===== src/rtl/cp0_reg.sv =====
// MIPS-style coprocessor 0: BadVAddr, Count/Compare timer, Status, Cause and EPC,
// plus exception/ERET arbitration that drives the pipeline flush request to CTRL.
module cp0_reg #(
  parameter logic [31:0] EXC_ENTRY      = 32'hBFC0_0380,
  parameter int          CP0_TO_CTRL_WD = 33
) (
  input  logic                      clk,
  input  logic                      rst,
  input  logic                      inst_valid,
  input  logic [31:0]               pc,
  input  logic                      in_delayslot,
  input  logic                      exc_adel_if,
  input  logic                      exc_ri,
  input  logic                      exc_ov,
  input  logic                      exc_sys,
  input  logic                      exc_bp,
  input  logic                      exc_adel_ld,
  input  logic                      exc_ades,
  input  logic [31:0]               bad_addr,
  input  logic                      eret,
  input  logic                      mtc0_we,
  input  logic [4:0]                waddr,
  input  logic [31:0]               wdata,
  input  logic [4:0]                raddr,
  output logic [31:0]               rdata,
  input  logic [5:0]                ext_int,
  output logic [CP0_TO_CTRL_WD-1:0] cp0_to_ctrl_bus
);

  localparam logic [4:0] ADDR_BADVADDR = 5'd8;
  localparam logic [4:0] ADDR_COUNT    = 5'd9;
  localparam logic [4:0] ADDR_COMPARE  = 5'd11;
  localparam logic [4:0] ADDR_STATUS   = 5'd12;
  localparam logic [4:0] ADDR_CAUSE    = 5'd13;
  localparam logic [4:0] ADDR_EPC      = 5'd14;

  typedef enum logic [3:0] {
    SRC_NONE, SRC_INT, SRC_ADEL_IF, SRC_RI, SRC_OV,
    SRC_SYS, SRC_BP, SRC_ADEL_LD, SRC_ADES
  } exc_src_e;

  logic [31:0] badvaddr;
  logic [31:0] count;
  logic        tick;
  logic [31:0] compare;
  logic [7:0]  status_im;
  logic        status_exl;
  logic        status_ie;
  logic        cause_bd;
  logic        cause_ti;
  logic [5:0]  cause_ip_hw;
  logic [1:0]  cause_ip_sw;
  logic [4:0]  cause_exc_code;
  logic [31:0] epc;

  exc_src_e    exc_src;
  logic [4:0]  exc_code;
  logic        int_pending;
  logic        exc_take;
  logic        eret_take;
  logic        mtc0_take;
  logic        flush_req;
  logic [31:0] target_pc;
  logic [31:0] rdata_reg;

  assign int_pending = inst_valid & status_ie & ~status_exl
                     & |({cause_ip_hw, cause_ip_sw} & status_im);

  // Highest-priority cause wins; all flags are don't-care for a bubble.
  // NOTE: every always_comb output gets a default first so no latch is inferred.
  always_comb begin
    exc_src  = SRC_NONE;
    exc_code = 5'd0;
    if (inst_valid) begin
      if (int_pending)      begin exc_src = SRC_INT;     exc_code = 5'd0;  end
      else if (exc_adel_if) begin exc_src = SRC_ADEL_IF; exc_code = 5'd4;  end
      else if (exc_ri)      begin exc_src = SRC_RI;      exc_code = 5'd10; end
      else if (exc_ov)      begin exc_src = SRC_OV;      exc_code = 5'd12; end
      else if (exc_sys)     begin exc_src = SRC_SYS;     exc_code = 5'd8;  end
      else if (exc_bp)      begin exc_src = SRC_BP;      exc_code = 5'd9;  end
      else if (exc_adel_ld) begin exc_src = SRC_ADEL_LD; exc_code = 5'd4;  end
      else if (exc_ades)    begin exc_src = SRC_ADES;    exc_code = 5'd5;  end
    end
  end

  assign exc_take  = ~rst & (exc_src != SRC_NONE);
  assign eret_take = ~rst & inst_valid & eret & ~exc_take;
  assign mtc0_take = ~rst & inst_valid & mtc0_we & ~exc_take;

  // Count advances on every second edge; an MTC0 to Count restarts the phase.
  // NOTE: sequential state uses non-blocking assignments only.
  always_ff @(posedge clk) begin
    if (rst) begin
      count <= 32'd0;
      tick  <= 1'b0;
    end else if (mtc0_take && waddr == ADDR_COUNT) begin
      count <= wdata;
      tick  <= 1'b0;
    end else begin
      tick <= ~tick;
      if (tick) count <= count + 32'd1;
    end
  end

  always_ff @(posedge clk) begin
    if (rst) begin
      compare  <= 32'd0;
      cause_ti <= 1'b0;
    end else if (mtc0_take && waddr == ADDR_COMPARE) begin
      compare  <= wdata;
      cause_ti <= 1'b0;
    end else if (count == compare) begin
      cause_ti <= 1'b1;
    end
  end

  // Hardware interrupt lines are registered, so IP[15:10] lag the sources by one cycle.
  always_ff @(posedge clk) begin
    if (rst) cause_ip_hw <= 6'd0;
    else     cause_ip_hw <= {ext_int[5] | cause_ti, ext_int[4:0]};
  end

  always_ff @(posedge clk) begin
    if (rst) begin
      status_im  <= 8'd0;
      status_exl <= 1'b0;
      status_ie  <= 1'b0;
    end else if (exc_take) begin
      status_exl <= 1'b1;
    end else begin
      if (mtc0_take && waddr == ADDR_STATUS) begin
        status_im  <= wdata[15:8];
        status_exl <= wdata[1];
        status_ie  <= wdata[0];
      end
      if (eret_take) status_exl <= 1'b0;
    end
  end

  always_ff @(posedge clk) begin
    if (rst) begin
      cause_bd       <= 1'b0;
      cause_ip_sw    <= 2'd0;
      cause_exc_code <= 5'd0;
    end else if (exc_take) begin
      cause_exc_code <= exc_code;
      if (!status_exl) cause_bd <= in_delayslot;
    end else if (mtc0_take && waddr == ADDR_CAUSE) begin
      cause_ip_sw <= wdata[9:8];
    end
  end

  // A nested exception (EXL already set) keeps the original return point.
  always_ff @(posedge clk) begin
    if (rst) begin
      epc <= 32'd0;
    end else if (exc_take) begin
      if (!status_exl) epc <= in_delayslot ? pc - 32'd4 : pc;
    end else if (mtc0_take && waddr == ADDR_EPC) begin
      epc <= wdata;
    end
  end

  always_ff @(posedge clk) begin
    if (rst)                                           badvaddr <= 32'd0;
    else if (exc_take && exc_src == SRC_ADEL_IF)       badvaddr <= pc;
    else if (exc_take && (exc_src == SRC_ADEL_LD ||
                          exc_src == SRC_ADES))        badvaddr <= bad_addr;
  end

  always_comb begin
    rdata_reg = 32'd0;
    case (raddr)
      ADDR_BADVADDR: rdata_reg = badvaddr;
      ADDR_COUNT:    rdata_reg = count;
      ADDR_COMPARE:  rdata_reg = compare;
      ADDR_STATUS:   rdata_reg = {9'd0, 1'b1, 6'd0, status_im, 6'd0, status_exl, status_ie};
      ADDR_CAUSE:    rdata_reg = {cause_bd, cause_ti, 14'd0, cause_ip_hw, cause_ip_sw,
                                  1'b0, cause_exc_code, 2'b00};
      ADDR_EPC:      rdata_reg = epc;
      default:       rdata_reg = 32'd0;
    endcase
  end

  // A committing MTC0 is forwarded so a same-cycle MFC0 sees the new value.
  assign rdata = (mtc0_take && waddr == raddr) ? wdata : rdata_reg;

  assign flush_req = exc_take | eret_take;
  assign target_pc = exc_take ? EXC_ENTRY : (eret_take ? epc : 32'd0);
  assign cp0_to_ctrl_bus = CP0_TO_CTRL_WD'({flush_req, target_pc});

endmodule


===== config.mk =====
export PLATFORM = sky130hd
export DESIGN_NAME = cp0_reg
export DESIGN_NICKNAME = d
export VERILOG_FILES = /design/src/rtl/cp0_reg.sv
export SDC_FILE = /design/constraint.sdc
export NUM_CORES = 1
export LEC_CHECK = 0
export ABC_AREA = 1
export CELL_PAD_IN_SITES_DETAIL_PLACEMENT = 0
export CELL_PAD_IN_SITES_GLOBAL_PLACEMENT = 2
export CORE_UTILIZATION = 33
export DETAILED_ROUTE_END_ITERATION = 12
export DONT_BUFFER_PORTS = 1
export GPL_TIMING_DRIVEN = 0
export HOLD_SLACK_MARGIN = 0.06
export PLACE_DENSITY = 0.84
export SETUP_SLACK_MARGIN = 0.02
export SYNTH_ARGS = -nofsm -noshare
export SYNTH_HDL_FRONTEND = slang
export SYNTH_SLANG_ARGS = --single-unit
export TNS_END_PERCENT = 1

===== constraint.sdc =====
create_clock -name clk -period 2.4 [get_ports clk]
set_input_delay 0.48 -clock clk [delete_from_list [all_inputs] [get_ports clk]]
set_output_delay 0.48 -clock clk [all_outputs]
set_load 0.02 [all_outputs]

==> Word level (Yosys, flattened, before mapping) <==
Index checks and enable logic that the tools add are counted.
{ "word_totals": {"regBits": 154, "input_bits": 125, "out_inout_bits": 65, "wordCells": 102} }
{ "classes": {"n_addsub": 2, "n_eq_ne": 17, "n_mux": 33, "bitwise_logic": 16, "reduce_logical": 21} }
{ "ops": {"columns": ["op", "count"], "rows": [
  ["$mux W32", 11],
  ["$pmux W32 S6", 1],
  ["$mux W4", 16],
  ["$eq A5 B4 Y1 const B", 11],
  ["$add A32 B1 Y32 const B", 1],
  ["$eq A32 B32 Y1", 1],
  ["$sub A32 B3 Y32 const B", 1],
  ["$and A1 B1 Y1", 9],
  ["$and A8 B8 Y8", 1],
  ["$logic_and A1 B1 Y1", 8],
  ["$reduce_and A2 Y1", 4],
  ["$reduce_or A8 Y1", 1],
  ["$mux W3", 2],
  ["$reduce_bool A2 Y1", 3],
  ["$eq A5 B5 Y1", 1],
  ["$eq A4 B2 Y1 const B", 1],
  ["$eq A4 B3 Y1 const B", 1],
  ["$eq A4 B4 Y1 const B", 1],
  ["$not A1 Y1", 4],
  ["$reduce_bool A4 Y1", 1],
  ["$reduce_or A2 Y1", 2],
  ["$mux W1", 3],
  ["$reduce_bool A3 Y1", 1],
  ["$ne A2 B2 Y1 const B", 1],
  ["2 further kinds", 3]
]} }

==> Depth between registers and ports, before layout <==
{ "depth": {"ltp_word": 17, "depth_mapped": 18, "depth_no_buf": 17} }

==> Worst setup path after synthesis <==
No wires, ideal clock.
{ "synth_path": {"path_kind": "input to output", "startpoint": "in exc_ov", "endpoint": "out rdata[29]", "arrival_ns": 2.169, "required_ns": 1.920, "setup_slack_ns": -0.249, "path_stages": 10, "n_path_buf": 1, "cell_sequence": "nor2_2 > inv_2 > nor2_2 > nor2_4 > o21ai_4 > nand3_4 > nor2_4 > nand3_2 > clkbuf_1 > o21ai_0"} }
{ "synth_via": {"elab_chain_cells": 11} }
{ "synth_rtl": {"columns": ["element", "line", "rtl"], "rows": [
  ["from (decl)", "14", "input logic exc_ov,"],
  ["$mux W4", "78", "else if (exc_ov) begin exc_src = SRC_OV; exc_code = 5'd12; end"],
  ["$mux W4", "77", "else if (exc_ri) begin exc_src = SRC_RI; exc_code = 5'd10; end"],
  ["$mux W4", "76", "else if (exc_adel_if) begin exc_src = SRC_ADEL_IF; exc_code = 5'd4; end"],
  ["$mux W4", "75", "if (int_pending) begin exc_src = SRC_INT; exc_code = 5'd0; end"],
  ["$mux W4", "74", "if (inst_valid) begin"],
  ["$reduce_bool A4 Y1", "86", "assign exc_take = ~rst & (exc_src != SRC_NONE);"],
  ["$and A1 B1 Y1", "86", null],
  ["$not A1 Y1 (no line)", null, null],
  ["$and A1 B1 Y1", "88", "assign mtc0_take = ~rst & inst_valid & mtc0_we & ~exc_take;"],
  ["$logic_and A1 B1 Y1", "186", "assign rdata = (mtc0_take && waddr == raddr) ? wdata : rdata_reg;"],
  ["$mux W32", "186", null],
  ["to (decl)", "25", "output logic [31:0] rdata,"]
]} }
Every way passes these cells.

==> Worst setup path after layout <==
{ "layout_path": {"startpoint": "reg cause_ip_hw[4]", "endpoint": "out rdata[0]"} }
{ "layout_via": {"elab_chain_cells": 11} }
{ "layout_rtl": {"columns": ["element", "line", "rtl"], "rows": [
  ["from (decl)", "51", "logic [5:0] cause_ip_hw;"],
  ["from (signal assigned)", "120", "else cause_ip_hw <= {ext_int[5] | cause_ti, ext_int[4:0]};"],
  ["$and A8 B8 Y8", "67", "& |({cause_ip_hw, cause_ip_sw} & status_im);"],
  ["$reduce_or A8 Y1", "67", null],
  ["$and A1 B1 Y1", "67", null],
  ["$mux W4", "75", null],
  ["$mux W4", "74", null],
  ["$reduce_bool A4 Y1", "86", null],
  ["$and A1 B1 Y1", "86", null],
  ["$not A1 Y1 (no line)", null, null],
  ["$and A1 B1 Y1", "88", null],
  ["$logic_and A1 B1 Y1", "186", null],
  ["$mux W32", "186", null]
]} }
Every way passes these cells.

==> metrics.md <==
| Metric | Value |
|---|---|
| Run status | complete, but fails checks |
| Violations in the final reports | negative setup slack |
| Sequential fraction of the synthesis area | 28.7% |
| Std cell rows | 65 |
| Via count | about 12k |
| Final HPWL from detailed placement | 41000 um |
| CTS tree | built |
| Growth of design area from synthesis to finish | 18.7% |
| Die Y-Extent | 182 um |
| Antenna-violating nets left | 0 |
| Slew @ Worst Pin | 1210 ps |
| Utilization of the core after routing | about 40% |
| Routed wire length per instance | about 22 um |
| Worst min-delay path startpoint | ext_int[4] |
| Slew HR | a little under a fifth |
| Startpoint type of the worst setup path | register |
| Setup skew after layout | 12.8 ps |
| Via count of the first global-routing pass | 11.6k |
| Reg-to-reg startpoint | cause_ip_hw[4]$_SDFF_PP0_ |
| Register bit count reported by yosys | roughly 150 |
| Number of optimization iterations in the first detailed-route pass | 5 |
| Total Nets Final | 1986 |
| Total power divided by cell area | 505 nW/um^2 |
| First DRT Iteration DRCs | 952 |
| Total Die Area | 33000 um^2 |
| DRC violation count after routing | 0 |
| R2r worst-path depth | 17 |
| Die W | 182 um |
| Synth async-reset ratio | 0% |
| Critical register-to-register path endpoint | count[13]$_SDFFE_PP0P_ |
| Total congestion overflow after global routing | 0 |
| Post-synth EDFFs | 0 |
| Maximum number of pins on one net before global-route repair | 17 |
| Maximum resistive drop on vdd | 0.519 mV |
| Count of cell types in the netlist | 47 |
| Avg Cell Area, Syn | 5.85 um^2 |
| Data required, critical path | 1920 ps |
| Clock Pin Slew Worst Setup and Hold Paths | 60 ps |
| Most common cell after layout, fill and taps aside | sky130_fd_sc_hd__nand2_1 |
| End point of the worst hold path | cause_ip_hw[4]$_SDFF_PP0_ |
| Maxcap violations | 0 |
| Static leakage power | 5.15 nW |
| Maximum clock frequency | 0.329 GHz |
| Last weighted congestion value of the routability-driven placer | around 0.97 |
| Insertion delay of the later-clocked pin in the worst-skew pair | 450 ps |
| Total routing resource utilization after global routing | a little under a third |
| Root buffer selected by CTS | sky130_fd_sc_hd__clkbuf_16 |
| Main area contributors after synthesis | sky130_fd_sc_hd__dfxtp_1, sky130_fd_sc_hd__nand2_1, sky130_fd_sc_hd__nor2_1, sky130_fd_sc_hd__o21ai_0, sky130_fd_sc_hd__inv_1 |
| Number of buffers added on ports | 0 |
| Worst Slack Setup Final | -641 ps |
| Warnings from Yosys | 0 |
| Total CTS buffers | 17 |
| Number of instances in the synthesized netlist | 1821 |
| Peak fanout along the critical path | 8 |
| Endpoints failing hold | 0 |
| Area inside the core boundary | around 32000 um^2 |
| Wire length reported by the detailed router | just over 50000 um |
| Global-route wire length before repair | between 70000 and 80000 um |
| Worst hold path stage count | 2 |
| Critical path class | reg -> out |
| Most frequent cells in the layout | sky130_fd_sc_hd__nand2_1, sky130_fd_sc_hd__nor2_1, sky130_fd_sc_hd__inv_1, sky130_fd_sc_hd__dfxtp_1, sky130_fd_sc_hd__o21ai_0 |
| CTS Buffer Depth | 2 |
| PnR Total Power | 6.39 mW |
| Share of final-layout standard cells stronger than drive strength 1 | 12.3% |
| Arrival time worst endpoint | 2560 ps |
| Setup slack, reg-to-reg | -220 ps |
| Kind of end point of the critical path | output pin |
| HP Class | in -> reg |
| Initial Utilization | between 30 and 40% |
| Total standard cell area after synthesis | 10700 um^2 |
| Per-cell via count in the routed design | 5.27 |
| Count of boundary I/O pins | between 150 and 200 |
| Fin crit period | 3040 ps |
| Final period utilization | 127% |
| Area share of the leading cell type in the synthesized netlist | 28.7% |
| Number of pins with negative max-slew slack in the final report | 0 |
| FILL cells | 3521 |
| Setup repair after global routing missed its margin | true |
| Most used flip-flop cell after synthesis | sky130_fd_sc_hd__dfxtp_1 |
| Number of antenna violations at the first check in global routing | 1 |
| H-tree depth reported by CTS | 4 |
| TritonCTS Sinks | 153 |
| Syn_nets | 1948 |
| Final setup vio count | 100 |
| Post-synth top area cell | sky130_fd_sc_hd__dfxtp_1 |
[where the power goes]
| part | switching, mW | internal, mW | total, mW |
|---|---|---|---|
| combinational | 0.690 | 0.282 | 0.972 |
| sequential | 0.0648 | 2.64 | 2.71 |
| clock | 1.22 | 1.49 | 2.71 |
[cells in the mapped netlist, drive strengths merged, types with 6 or more instances]
master	count
a31oi	8
nor3	27
clkbuf	57
xor2	34
nor2	315
inv	215
a22oi	6
buf	39
nand3	63
o22ai	22
a21oi	65
xnor2	27
nand4	46
dfxtp	153
o211ai	6
o21ai	204
nand2	505
[cell families (layout without fill, tap and decap cells)]
group                      after synthesis  count (layout)  synth area share, %
and+or+nand+nor                        967             968                 37.5
AOI/OAI and AO/OA                      325             325                 16.5
buffers and inverters                  313             363                 12.0
DFF                                    153             153                 28.7
xor gates and xnor gates                61              61                 5.01
adders and majority gates                2               2                0.235
other                                    0               1                    0
[through the flow]
| step | std cells | setup WS, ps | setup TNS, ps | hold slack (ps) | area [um^2] |
|---|---|---|---|---|---|
| detailed placement | 2223 | -947 | -48580 | 457 | 11400 |
| floorplan | 1821 | -72.5 | -1970 | 443 | 10900 |
| global route | 2275 | -692 | -50780 | 136 | 12600 |
| finish | 2275 | -641 | -39390 | 139 | 12600 |
| global placement | 2223 | -954 | -48270 | 454 | 11400 |
| CTS | 2270 | -709 | -38970 | 136 | 12500 |
[worst max-delay path by stage]
stage | slack (ps) | to | depth (start not counted) | start
after floorplan | -70 | rdata[0] | 10 | exc_ov
after global placement | -950 | rdata[31] | 12 | cause_ip_hw[4]$_SDFF_PP0_
after detailed placement | -950 | rdata[31] | 12 | cause_ip_hw[4]$_SDFF_PP0_
after CTS | -710 | rdata[14] | 12 | cause_ip_hw[4]$_SDFF_PP0_
after global routing | -690 | rdata[14] | 12 | cause_ip_hw[4]$_SDFF_PP0_
final | -640 | rdata[0] | 12 | cause_ip_hw[4]$_SDFF_PP0_
[routing by layer]
metal / wire [um] / up-vias / global-route usage [%]
li1: - / 5878 / -
met1: 22100 / 5591 / 39.9
met2: 23300 / 447 / 51.1
met3: 3490 / 83 / 5.60
met4: 1880 / 0 / 11.7
met5: 0 / - / 0
[state kept, by name (all words and copies together), names as in the netlist]
| register | cells |
|---|---|
| epc | 32 |
| tick | 1 |
| cause_ti | 1 |
| cause_exc_code | 4 |
| cause_ip_hw | 6 |
| status_ie | 1 |
| cause_ip_sw | 2 |
| badvaddr | 32 |
| compare | 32 |
| count | 32 |
| cause_bd | 1 |
| status_exl | 1 |
| status_im | 8 |
[cell type report]
type,count,area [um^2],share of cell area [%]
clock inverter,9,91.3,0.722
antenna,1,2.50,0.0198
tap,402,503,3.98
clock buffer,23,468,3.70
sequential,153,3080,24.4
inverter,217,822,6.50
timing repair buffer,18,175,1.39
multi-input combinational,1356,6880,54.4
buffer,96,619,4.90
[critical path, cell delays in order, from the launching register on]
cell and delay [ps]:
sky130_fd_sc_hd__dfxtp_4 380, sky130_fd_sc_hd__nand2_2 50, sky130_fd_sc_hd__nand2_2 60, sky130_fd_sc_hd__nor2_2 50, sky130_fd_sc_hd__nand2_2 90, sky130_fd_sc_hd__nand2_4 80, sky130_fd_sc_hd__buf_6 140, sky130_fd_sc_hd__o21ai_4 70
sky130_fd_sc_hd__nand3_4 120, sky130_fd_sc_hd__nor2_4 210, sky130_fd_sc_hd__nand3_4 270, sky130_fd_sc_hd__clkbuf_8 300, sky130_fd_sc_hd__o21ai_2 290
[what timing repair did]
action | 4_1_cts | 5_1_grt
setup buffers | 11 | 3
endpoints found under the setup margin | 153 | 167
hold buffers | 0 | 0
pin swaps | 10 | 10
cloned | 4 | 1
gates resized for setup | 138 | 43
Power figures use the tool's default switching activity.
